[src/rtl/div.sv]
// Iterative RV32M divider: one restoring shift-subtract step per cycle,
// with sign fix-up, divide-by-zero and abort handling around the core loop.
module div (
    input  logic        clk,
    input  logic        rst_n,
    input  logic        div_start_i,
    input  logic [2:0]  div_op_i,
    input  logic [31:0] div_dividend_i,
    input  logic [31:0] div_divisor_i,
    input  logic [4:0]  div_rd_addr_i,
    input  logic        div_abort_i,
    output logic        div_busy_o,
    output logic        div_ready_o,
    output logic [31:0] div_result_o,
    output logic [4:0]  div_rd_addr_o
);
    typedef enum logic [1:0] {ST_IDLE, ST_START, ST_CALC, ST_END} state_t;

    state_t      state, state_nxt;
    logic [2:0]  op;
    logic [31:0] dividend, divisor;
    logic [4:0]  rd_addr;
    logic [31:0] quo, rem, dvs;
    logic [4:0]  cnt;

    logic        is_signed, is_rem, div_zero, neg_q, neg_r, ge;
    logic [32:0] shifted, diff;
    logic [31:0] quo_fix, rem_fix, res_val;

    assign is_signed = op[2] & ~op[0];
    assign is_rem    = op[1];
    assign div_zero  = (divisor == 32'd0);
    assign neg_q     = is_signed & (dividend[31] ^ divisor[31]);
    assign neg_r     = is_signed & dividend[31];

    // quo doubles as the dividend shift register: its MSB feeds the remainder
    assign shifted = {rem, quo[31]};
    assign diff    = shifted - {1'b0, dvs};
    assign ge      = ~diff[32];

    assign quo_fix = neg_q ? (~quo + 32'd1) : quo;
    assign rem_fix = neg_r ? (~rem + 32'd1) : rem;

    always_comb begin
        if (div_zero)
            res_val = is_rem ? dividend : 32'hFFFF_FFFF;
        else
            res_val = is_rem ? rem_fix : quo_fix;
    end

    always_ff @(posedge clk or negedge rst_n) begin
        if (!rst_n)
            state <= ST_IDLE;
        else
            state <= state_nxt;
    end

    always_comb begin
        state_nxt = state;
        case (state)
            ST_IDLE:  if (div_start_i) state_nxt = ST_START;
            ST_START: begin
                if (div_abort_i)   state_nxt = ST_IDLE;
                else if (div_zero) state_nxt = ST_END;
                else               state_nxt = ST_CALC;
            end
            ST_CALC: begin
                if (div_abort_i)       state_nxt = ST_IDLE;
                else if (cnt == 5'd31) state_nxt = ST_END;
            end
            ST_END:   state_nxt = ST_IDLE;
            default:  state_nxt = ST_IDLE;
        endcase
    end

    always_comb begin
        div_busy_o    = (state == ST_START) || (state == ST_CALC);
        div_ready_o   = (state == ST_END);
        div_result_o  = div_ready_o ? res_val : 32'd0;
        div_rd_addr_o = div_ready_o ? rd_addr : 5'd0;
    end

    always_ff @(posedge clk or negedge rst_n) begin
        if (!rst_n) begin
            op       <= 3'd0;
            dividend <= 32'd0;
            divisor  <= 32'd0;
            rd_addr  <= 5'd0;
            quo      <= 32'd0;
            rem      <= 32'd0;
            dvs      <= 32'd0;
            cnt      <= 5'd0;
        end else begin
            case (state)
                ST_IDLE: if (div_start_i) begin
                    op       <= div_op_i;
                    dividend <= div_dividend_i;
                    divisor  <= div_divisor_i;
                    rd_addr  <= div_rd_addr_i;
                end
                ST_START: if (!div_zero) begin
                    quo <= (is_signed && dividend[31]) ? (~dividend + 32'd1) : dividend;
                    dvs <= (is_signed && divisor[31])  ? (~divisor + 32'd1)  : divisor;
                    rem <= 32'd0;
                    cnt <= 5'd0;
                end
                ST_CALC: begin
                    rem <= ge ? diff[31:0] : shifted[31:0];
                    quo <= {quo[30:0], ge};
                    cnt <= cnt + 5'd1;
                end
                default: ;
            endcase
        end
    end
endmodule

[config.mk]
export PLATFORM = sky130hd
export DESIGN_NAME = div
export DESIGN_NICKNAME = d
export VERILOG_FILES = /design/src/rtl/div.sv
export SDC_FILE = /design/constraint.sdc
export NUM_CORES = 1
export LEC_CHECK = 0
export ABC_AREA = 1
export CORE_ASPECT_RATIO = 0.5
export CORE_UTILIZATION = 55
export DETAILED_ROUTE_END_ITERATION = 6
export HOLD_SLACK_MARGIN = 0.12
export PLACE_DENSITY = 0.76
export SLEW_MARGIN = 0
export SYNTH_ARGS = -nofsm -noshare
export SYNTH_HDL_FRONTEND = slang
export SYNTH_SLANG_ARGS = --single-unit
[constraint.sdc]
create_clock -name clk -period 2.5 [get_ports clk]
set_input_delay 0.375 -clock clk [delete_from_list [all_inputs] [get_ports clk]]
set_output_delay 0.375 -clock clk [all_outputs]
set_load 0.05 [all_outputs]
==> impl_metrics.py, run 1 <==
metrics = {
    "sta": {
        "worst_clock_skew_ns": 0.00710,
        "fmax_mhz": 335,
        "hold_viol": 0,
        "setup_violations": 33,
        "rsz0062_at_grt": "true",
        "tightest_slew_ns": 0.802,
        "layout_setup_ws_ns": -0.482,
        "fin_crit_sh_pct": 119,
        "max_slew_margin_pct": 46.6,
        "post-route-min-period_ns": 2.98,
        "report.final.slew_viol_count": 0,
    },
    "logic_synthesis": {
        "ys_seq_elements": 175,
        "synth_top_family_by_area": "simple AND/OR/NAND/NOR gates",
        "syn_inst": 2301,
        "synth_area_sq_um": 14300,
        "ys.flop_type": "dfrtp_1",
        "async_flop_share_pct": 100,
        "synthMuxAreaShare_pct": 1.26,
        "synth_xor_xnor_area_share_pct": 3.06,
        "synth-seq-area-share_pct": 30.6,
        "synth_edf_count": 0,
        "syn_nets": 2421,
        "synth_compound_area_share_pct": 12.8,
        "ys.warnings.count": 0,
        "synth_cell_types": 47,
        "synth_fa_ha_area_share_pct": 3.91,
        "yosys.area_share.simple_pct": 37.7,
        "syn_avg_cell_area_sq_um": 6.21,
    },
    "layout": {
        "final_nets": 2662,
        "num_antenna_cells": 0,
        "utilization_pct": 75.8,
        "area_growth_pct": 34.5,
        "drive_gt1_share_pct": 19.5,
    },
    "floorplan": {
        "die_area_sq_um": 26700,
        "rows": 41,
        "die_h_microns": 116,
        "io_pins": 115,
        "die_w_microns": 230,
        "core_area_sq_um": 25300,
        "start_util_pct": 56.4,
    },
    "power_and_ir_drop": {
        "combPwrFrac_pct": 61.7,
        "ir_worst_vdd_v": 0.000777,
        "p_sw_mw": 10.9,
        "clkPwrFrac_pct": 14.3,
        "finalPower_mw": 21.1,
        "internal_power_mw": 10.2,
        "p_seq_share_pct": 24.1,
        "p_per_area_nw_per_um2": 1100,
        "p_leak_nw": 9.70,
        "switching_share_pct": 51.7,
    },
    "clock_network": {
        "cts.clk_slew.worst_paths_ns": 0.08,
        "clk_latency_ns": 0.46,
        "clockBufferDepth": 2,
        "clk_root_buffer_cell": "clkbuf_16",
        "clkSinkCount": 175,
        "cts_tree": "done",
        "htree_levels": 4,
        "numCtsBuffers": 17,
    },
    "critical_path": {
        "crit_path_start_kind": "register",
        "critPathKind": "reg2out",
        "crit_required_ns": 2.12,
        "reg2reg_from": "divisor[14]",
        "critPathArrivalTime_ns": 2.61,
        "reg2reg_slack_ns": 0,
        "critPathCaptureType": "output pin",
        "worstPathMaxFanout": 5,
        "reg2reg_depth": 12,
        "timing.rr.end": "quo[29]",
    },
    "routing": {
        "drc_errors": 0,
        "drt-pass1-iter-count": 6,
        "vias_per_cell": 5.81,
        "drtIter0Drc": 2172,
        "via_count": 16800,
        "wl_per_cell_microns": 18.7,
        "routed_wl_microns": 54100,
        "antenna_left": 0,
    },
    "global_routing": {
        "gr-usage-all-layers_pct": 39.1,
        "antenna_found_initial": 0,
        "grt_start_max_net_pins": 63,
        "gr-total-overflow": 0,
        "grt_pass1_wl_microns": 80500,
        "grt_pass1_vias": 14900,
    },
    "flow_run": {
        "max_cap_viol_count": 0,
    },
    "placed_design": {
        "port_buffers": 114,
        "place.gp.congestion": 1.03,
        "dp_hpwl_microns": 38500,
    },
    "run_status": {
        "failed_checks": "negative setup slack",
        "status": "complete, but fails checks",
    },
    "min_path": {
        "hold_class": "in2async",
    },
}
## state kept, by name, indices dropped and copies added (netlist names)
register and cells:
op 3, dvs 32, cnt 5, rem 32, rd_addr 5, divisor 32
state 2, quo 32, dividend 32
## per-layer routing
metal,up-vias,wire (microns),global-route usage [%]
met2,961,23100,59.0
met3,136,5890,7.21
met4,0,1870,13.0
met1,7839,23200,56.6
li1,7910,-,-
met5,-,0,0
## what timing repair did
item / 4_1_cts / 5_1_grt
endpoints found under the setup margin: 32 / 68
hold endpoints to repair: 46 / 0
hold buffers: 1 / 0
resized for setup: 137 / 191
pin swaps: 24 / 47
setup buffers: 18 / 23
gates cloned: 4 / 6
## stage by stage
step / worst slack (ns) / setup TNS, ns / std cells / area, sq um / hold WS (ns)
3_5_place_dp: -0.0957 / -0.426 / 2821 / 17000 / 0.344
4_1_cts: -0.385 / -10.14 / 2874 / 18300 / 0.415
2_1_floorplan: -0.191 / -2.18 / 2301 / 14300 / 0.0794
6_report: -0.482 / -11.02 / 2899 / 19200 / 0.436
5_1_grt: -0.525 / -15.32 / 2899 / 19200 / 0.476
3_3_place_gp: -0.0783 / -0.149 / 2821 / 17000 / 0.342
## synthesized netlist by cell type, types with 3 or more instances
master	count	share of area, %
nor2_1	252	6.6
buf_4	3	0.16
clkbuf_1	47	1.2
o211ai_1	10	0.53
o21ai_0	131	4.6
buf_2	24	0.84
nor2_2	5	0.22
mux2_2	16	1.3
nand4_1	36	1.6
nor3_1	30	1.1
inv_2	5	0.13
o31ai_1	6	0.32
a21oi_1	145	5.1
o21bai_1	4	0.21
a31oi_1	5	0.22
nand3b_1	11	0.58
xor2_1	37	2.3
o221ai_1	7	0.43
nand2_1	673	18
buf_1	4	0.11
dfrtp_1	175	31
nand3_1	260	9.1
xnor2_1	13	0.80
o22ai_1	6	0.26
ha_1	43	3.8
and2_1	6	0.26
or2_2	4	0.18
o21ai_1	13	0.46
inv_1	309	8.1
## critical path, stage by stage (launching register included)
cell and delay (ns):
dfrtp_1 0.46, nor2_4 0.19, nand2_1 0.13, nor2_2 0.21, nand2_4 0.09, nor2_4 0.27
buf_6 0.18, a21oi_2 0.04, nor3_2 0.32, clkbuf_16 0.24
## how the worst max path moves through the flow
stage / cells past startpoint / from / slack, ns / endpoint
after global placement: 12 / divisor[0] / -0.08 / div_result_o[3]
final: 9 / divisor[14] / -0.48 / div_result_o[12]
after detailed placement: 12 / divisor[1] / -0.1 / div_result_o[3]
after floorplan: 12 / quo[0] / -0.19 / div_result_o[30]
after CTS: 13 / divisor[7] / -0.39 / div_result_o[16]
after global routing: 9 / divisor[14] / -0.52 / div_result_o[12]
## kinds of logic after synthesis
| kind of cell | count (synthesis) |
|---|---|
| xor+xnor | 50 |
| simple gates | 1284 |
| mux | 16 |
| fa+ha+maj | 44 |
| flops | 175 |
| buf+inv | 394 |
| compound gates | 338 |
## power groups by stage
| stage | sequential (mW) | clock (mW) | combinational, mW |
|---|---|---|---|
| floorplan | 4.71 | 0 | 7.46 |
| global placement | 4.93 | 0 | 11.1 |
| detailed placement | 4.95 | 0 | 11.3 |
| CTS | 4.94 | 3.00 | 11.8 |
| global route | 5.18 | 3.11 | 14.1 |
| finish | 5.07 | 3.00 | 13.0 |
## layout make-up
class,instances,area [sq um]
repair buffers,298,3090
flip-flops and latches,175,4390
well taps,344,430
clock inverters,15,223
fillers,1995,6120
multi-input cells,1735,9470
inverters,315,1190
clock buffers,17,425
## cells in the final DEF (no fill, tap or decap), drive strengths merged, types with 2 or more instances in the layout
cell | netlist | layout
nand2 | 675 | 676
inv | 314 | 317
nand3 | 261 | 261
nor2 | 258 | 258
buf | 32 | 216
dfrtp | 175 | 175
a21oi | 147 | 147
o21ai | 144 | 146
clkdlybuf4s50 | 0 | 75
ha | 43 | 43
xor2 | 37 | 37
nand4 | 36 | 36
nor3 | 31 | 31
clkbuf | 47 | 23
mux2 | 16 | 16
xnor2 | 13 | 13
nand3b | 11 | 11
o211ai | 10 | 10
clkinv | 1 | 9
o221ai | 7 | 7
and2 | 6 | 6
o22ai | 6 | 6
o31ai | 6 | 6
or2 | 5 | 5
a31oi | 5 | 5
o21bai | 4 | 4
clkinvlp | 0 | 2
a21o | 2 | 2
a22o | 2 | 2
bufinv | 0 | 2
Note: power is estimated with default switching activity, not from simulation.
==> run 2: changes to the inputs <==
ABC_AREA = unset   (was 1)
PLACE_DENSITY = 0.77   (was 0.76)
==> run 2 against run 1 <==
Compared with the run above:
- clock power fell by 6.7%
- sequential power up 2%
- the flow still finishes with violations (negative setup slack)
- highest routed layer unchanged
- hold slack improved by 0.048 ns
- power rose by 11%
- global-route usage grew 3.1 points
==> impl_metrics.py, run 2 <==
metrics = {
    "power_and_ir_drop": {
        "p_per_area_nw_per_um2": 1220,
        "p_leak_nw": 8.26,
        "finalPower_mw": 23.4,
        "ir_worst_vdd_v": 0.000848,
    },
    "critical_path": {
        "worstPathMaxFanout": 5,
        "path_common_cell": "buf_4",
        "crit_required_ns": 2.12,
        "path_cells": "nor3_1, nand2_1, nor4_2, buf_4, and2_2, buf_4, nand2_4, o41ai_4, xnor2_2, nor2_2, o22ai_4, buf_6",
        "critPathCaptureType": "output pin",
        "slowest_stage": "o41ai_4",
        "cp-startpoint": "rem[12]",
        "critPathKind": "reg2out",
        "max_stage_delay_ns": 0.56,
        "crit_path_start_kind": "register",
        "reg2reg_from": "divisor[14]",
        "critPathArrivalTime_ns": 3.49,
    },
    "run_status": {
        "status": "complete, but fails checks",
        "failed_checks": "negative setup slack",
    },
    "clock_network": {
        "cts.clk_slew.worst_paths_ns": 0.07,
        "cts_tree": "done",
        "clk_latency_ns": 0.47,
        "clockBufferDepth": 2,
        "numCtsBuffers": 17,
        "clkSinkCount": 175,
        "clk_root_buffer_cell": "clkbuf_16",
        "htree_levels": 4,
    },
    "logic_synthesis": {
        "syn_nets": 1567,
        "yosysTopAreaCell": "dfrtp_1",
        "ys_top_cells_by_area": "dfrtp_1 36%, mux2_2 6.6%, xnor2_1 5.9%",
        "synth_fa_ha_area_share_pct": 4.54,
        "ys.flop_type": "dfrtp_1",
        "synth_cell_types": 65,
        "syn_inst": 1447,
        "synth-seq-area-share_pct": 35.6,
        "syn_avg_cell_area_sq_um": 8.50,
        "synth_xor_xnor_area_share_pct": 10.6,
        "synth_compound_area_share_pct": 20.4,
        "synth_top_area_share_pct": 35.6,
        "yosys.area_share.simple_pct": 16.0,
        "ys.warnings.count": 0,
        "synth_common_cells": "175 x dfrtp_1, 145 x a21oi_1, 136 x nand2_1",
        "synth_top_family_by_area": "compound AO/OA/AOI/OAI gates",
        "ys_seq_elements": 175,
        "synthMuxAreaShare_pct": 7.90,
        "yosysMostFrequentCell": "dfrtp_1",
        "async_flop_share_pct": 100,
        "synth_edf_count": 0,
        "synth_area_sq_um": 12300,
    },
    "layout": {
        "drive_gt1_share_pct": 37.6,
        "num_antenna_cells": 0,
        "layout_commonest_cell": "buf_4",
        "layout_common_cells": "324 x buf_4, 173 x dfrtp_1, 123 x a21oi_1, 122 x nand2_1, 109 x nor2_1",
        "final_nets": 1997,
        "area_growth_pct": 55.6,
        "postLayoutCellArea_sq_um": 19100,
    },
    "floorplan": {
        "die_w_microns": 213,
        "die_area_sq_um": 23000,
        "io_pins": 115,
        "rows": 38,
        "die_h_microns": 108,
        "start_util_pct": 56.5,
        "core_area_sq_um": 21800,
    },
    "routing": {
        "drc_errors": 0,
        "antenna_left": 0,
        "routed_wl_microns": 51500,
        "vias_per_cell": 6.45,
        "drt-pass1-iter-count": 7,
        "drtIter0Drc": 1862,
        "via_count": 14100,
        "wl_per_cell_microns": 23.5,
    },
    "global_routing": {
        "gr-usage-all-layers_pct": 42.2,
        "antenna_found_initial": 0,
        "grt_start_max_net_pins": 66,
        "grt_pass1_wl_microns": 73700,
        "gr-total-overflow": 0,
        "grt_pass1_vias": 13600,
    },
    "sta": {
        "layout_setup_ws_ns": -1.36,
        "max_slew_margin_pct": 44.2,
        "report.final.slew_viol_count": 0,
        "setup_violations": 134,
        "worst_clock_skew_ns": 0.0136,
        "fin_crit_sh_pct": 154,
        "rsz0062_at_grt": "true",
        "fmax_mhz": 259,
        "setup_tns_ns": -70.50,
        "tightest_slew_ns": 0.836,
        "whs_ns": 0.483,
        "hold_viol": 0,
        "post-route-min-period_ns": 3.86,
    },
    "placed_design": {
        "dp_hpwl_microns": 32100,
        "port_buffers": 114,
        "place.gp.congestion": 0.950,
        "place_area_sq_um": 17300,
        "pre_cts_ws_ns": -0.676,
    },
    "min_path": {
        "hold_class": "in2async",
    },
    "flow_run": {
        "max_cap_viol_count": 0,
    },
}
run 2: cell types whose count changed after synthesis, moves of 17 or more:
cell and change:
nand2_1 -537, inv_1 -247, nand3_1 -239, nor2_1 -127, xnor2_1 +70, mux2_2 +56, nand4_1 -30, xor2_1 +29
o21ai_1 +24, a221oi_1 +22, nor4_1 +17
run 2: critical path, delay by kind of cell, from the launching register on:
kind            cells  cell delay, ns
simple gates        6            1.26
compound gates      2            0.67
buf+inv             3            0.52
flops               1            0.40
xor+xnor            1            0.16
run 2: kinds of logic after synthesis:
group,count (synthesis)
compound gates,429
simple gates,415
flops,175
xor+xnor,149
buf+inv,147
mux,88
fa+ha+maj,44
run 2: routing by layer:
| layer | track usage [%] | part of all wire, % | vias to the layer above |
|---|---|---|---|
| met4 | 20.4 | 5.9 | 0 |
| met3 | 10.7 | 12 | 322 |
| met1 | 54.9 | 38 | 6665 |
| met2 | 65.8 | 44 | 1110 |
| li1 | - | - | 6009 |
| met5 | 0 | 0 | - |
run 2: path summary, 6_finish.rpt:
kind / depth (start not counted) / end / slack, ns
setup / recovery: 12 / div_result_o[29] / -1.36
hold / removal: 2 / quo[23] / 0.48
min in group clk: 2 / dvs[31] / 0.48
setup reg to reg: 12 / rem[31] / -0.53
max in group asynchronous: 3 / rem[21] / 1.24
hold reg to reg: 2 / dvs[31] / 0.48
run 2: area by class of cell:
| class | instances | area [sq um] |
|---|---|---|
| clock inverters | 11 | 134 |
| fillers | 1027 | 2640 |
| well taps | 300 | 375 |
| flip-flops and latches | 175 | 4380 |
| clock buffers | 19 | 443 |
| repair buffers | 494 | 4860 |
| multi-input cells | 1127 | 8710 |
| inverters | 62 | 233 |
run 2: repair_timing:
action / CTS / global route
setup endpoints to repair: 134 / 135
pin swaps: 43 / 42
setup buffers: 21 / 18
hold buffers: 1 / 0
resized for setup: 89 / 115
hold endpoints to repair: 59 / 0
cloned: 9 / 3
run 2: power breakdown:
part	switching, mW	total [mW]	internal (mW)
combinational	8.46	15.4	6.94
clock	1.30	2.80	1.50
sequential	1.13	5.17	4.04
run 2: through the flow:
step           utilization, %  cells
4_1_cts                  85.3   2172
5_1_grt                  87.9   2188
3_5_place_dp             79.3   2113
2_1_floorplan               -   1447
6_report                 87.9   2188
3_3_place_gp             79.3   2113
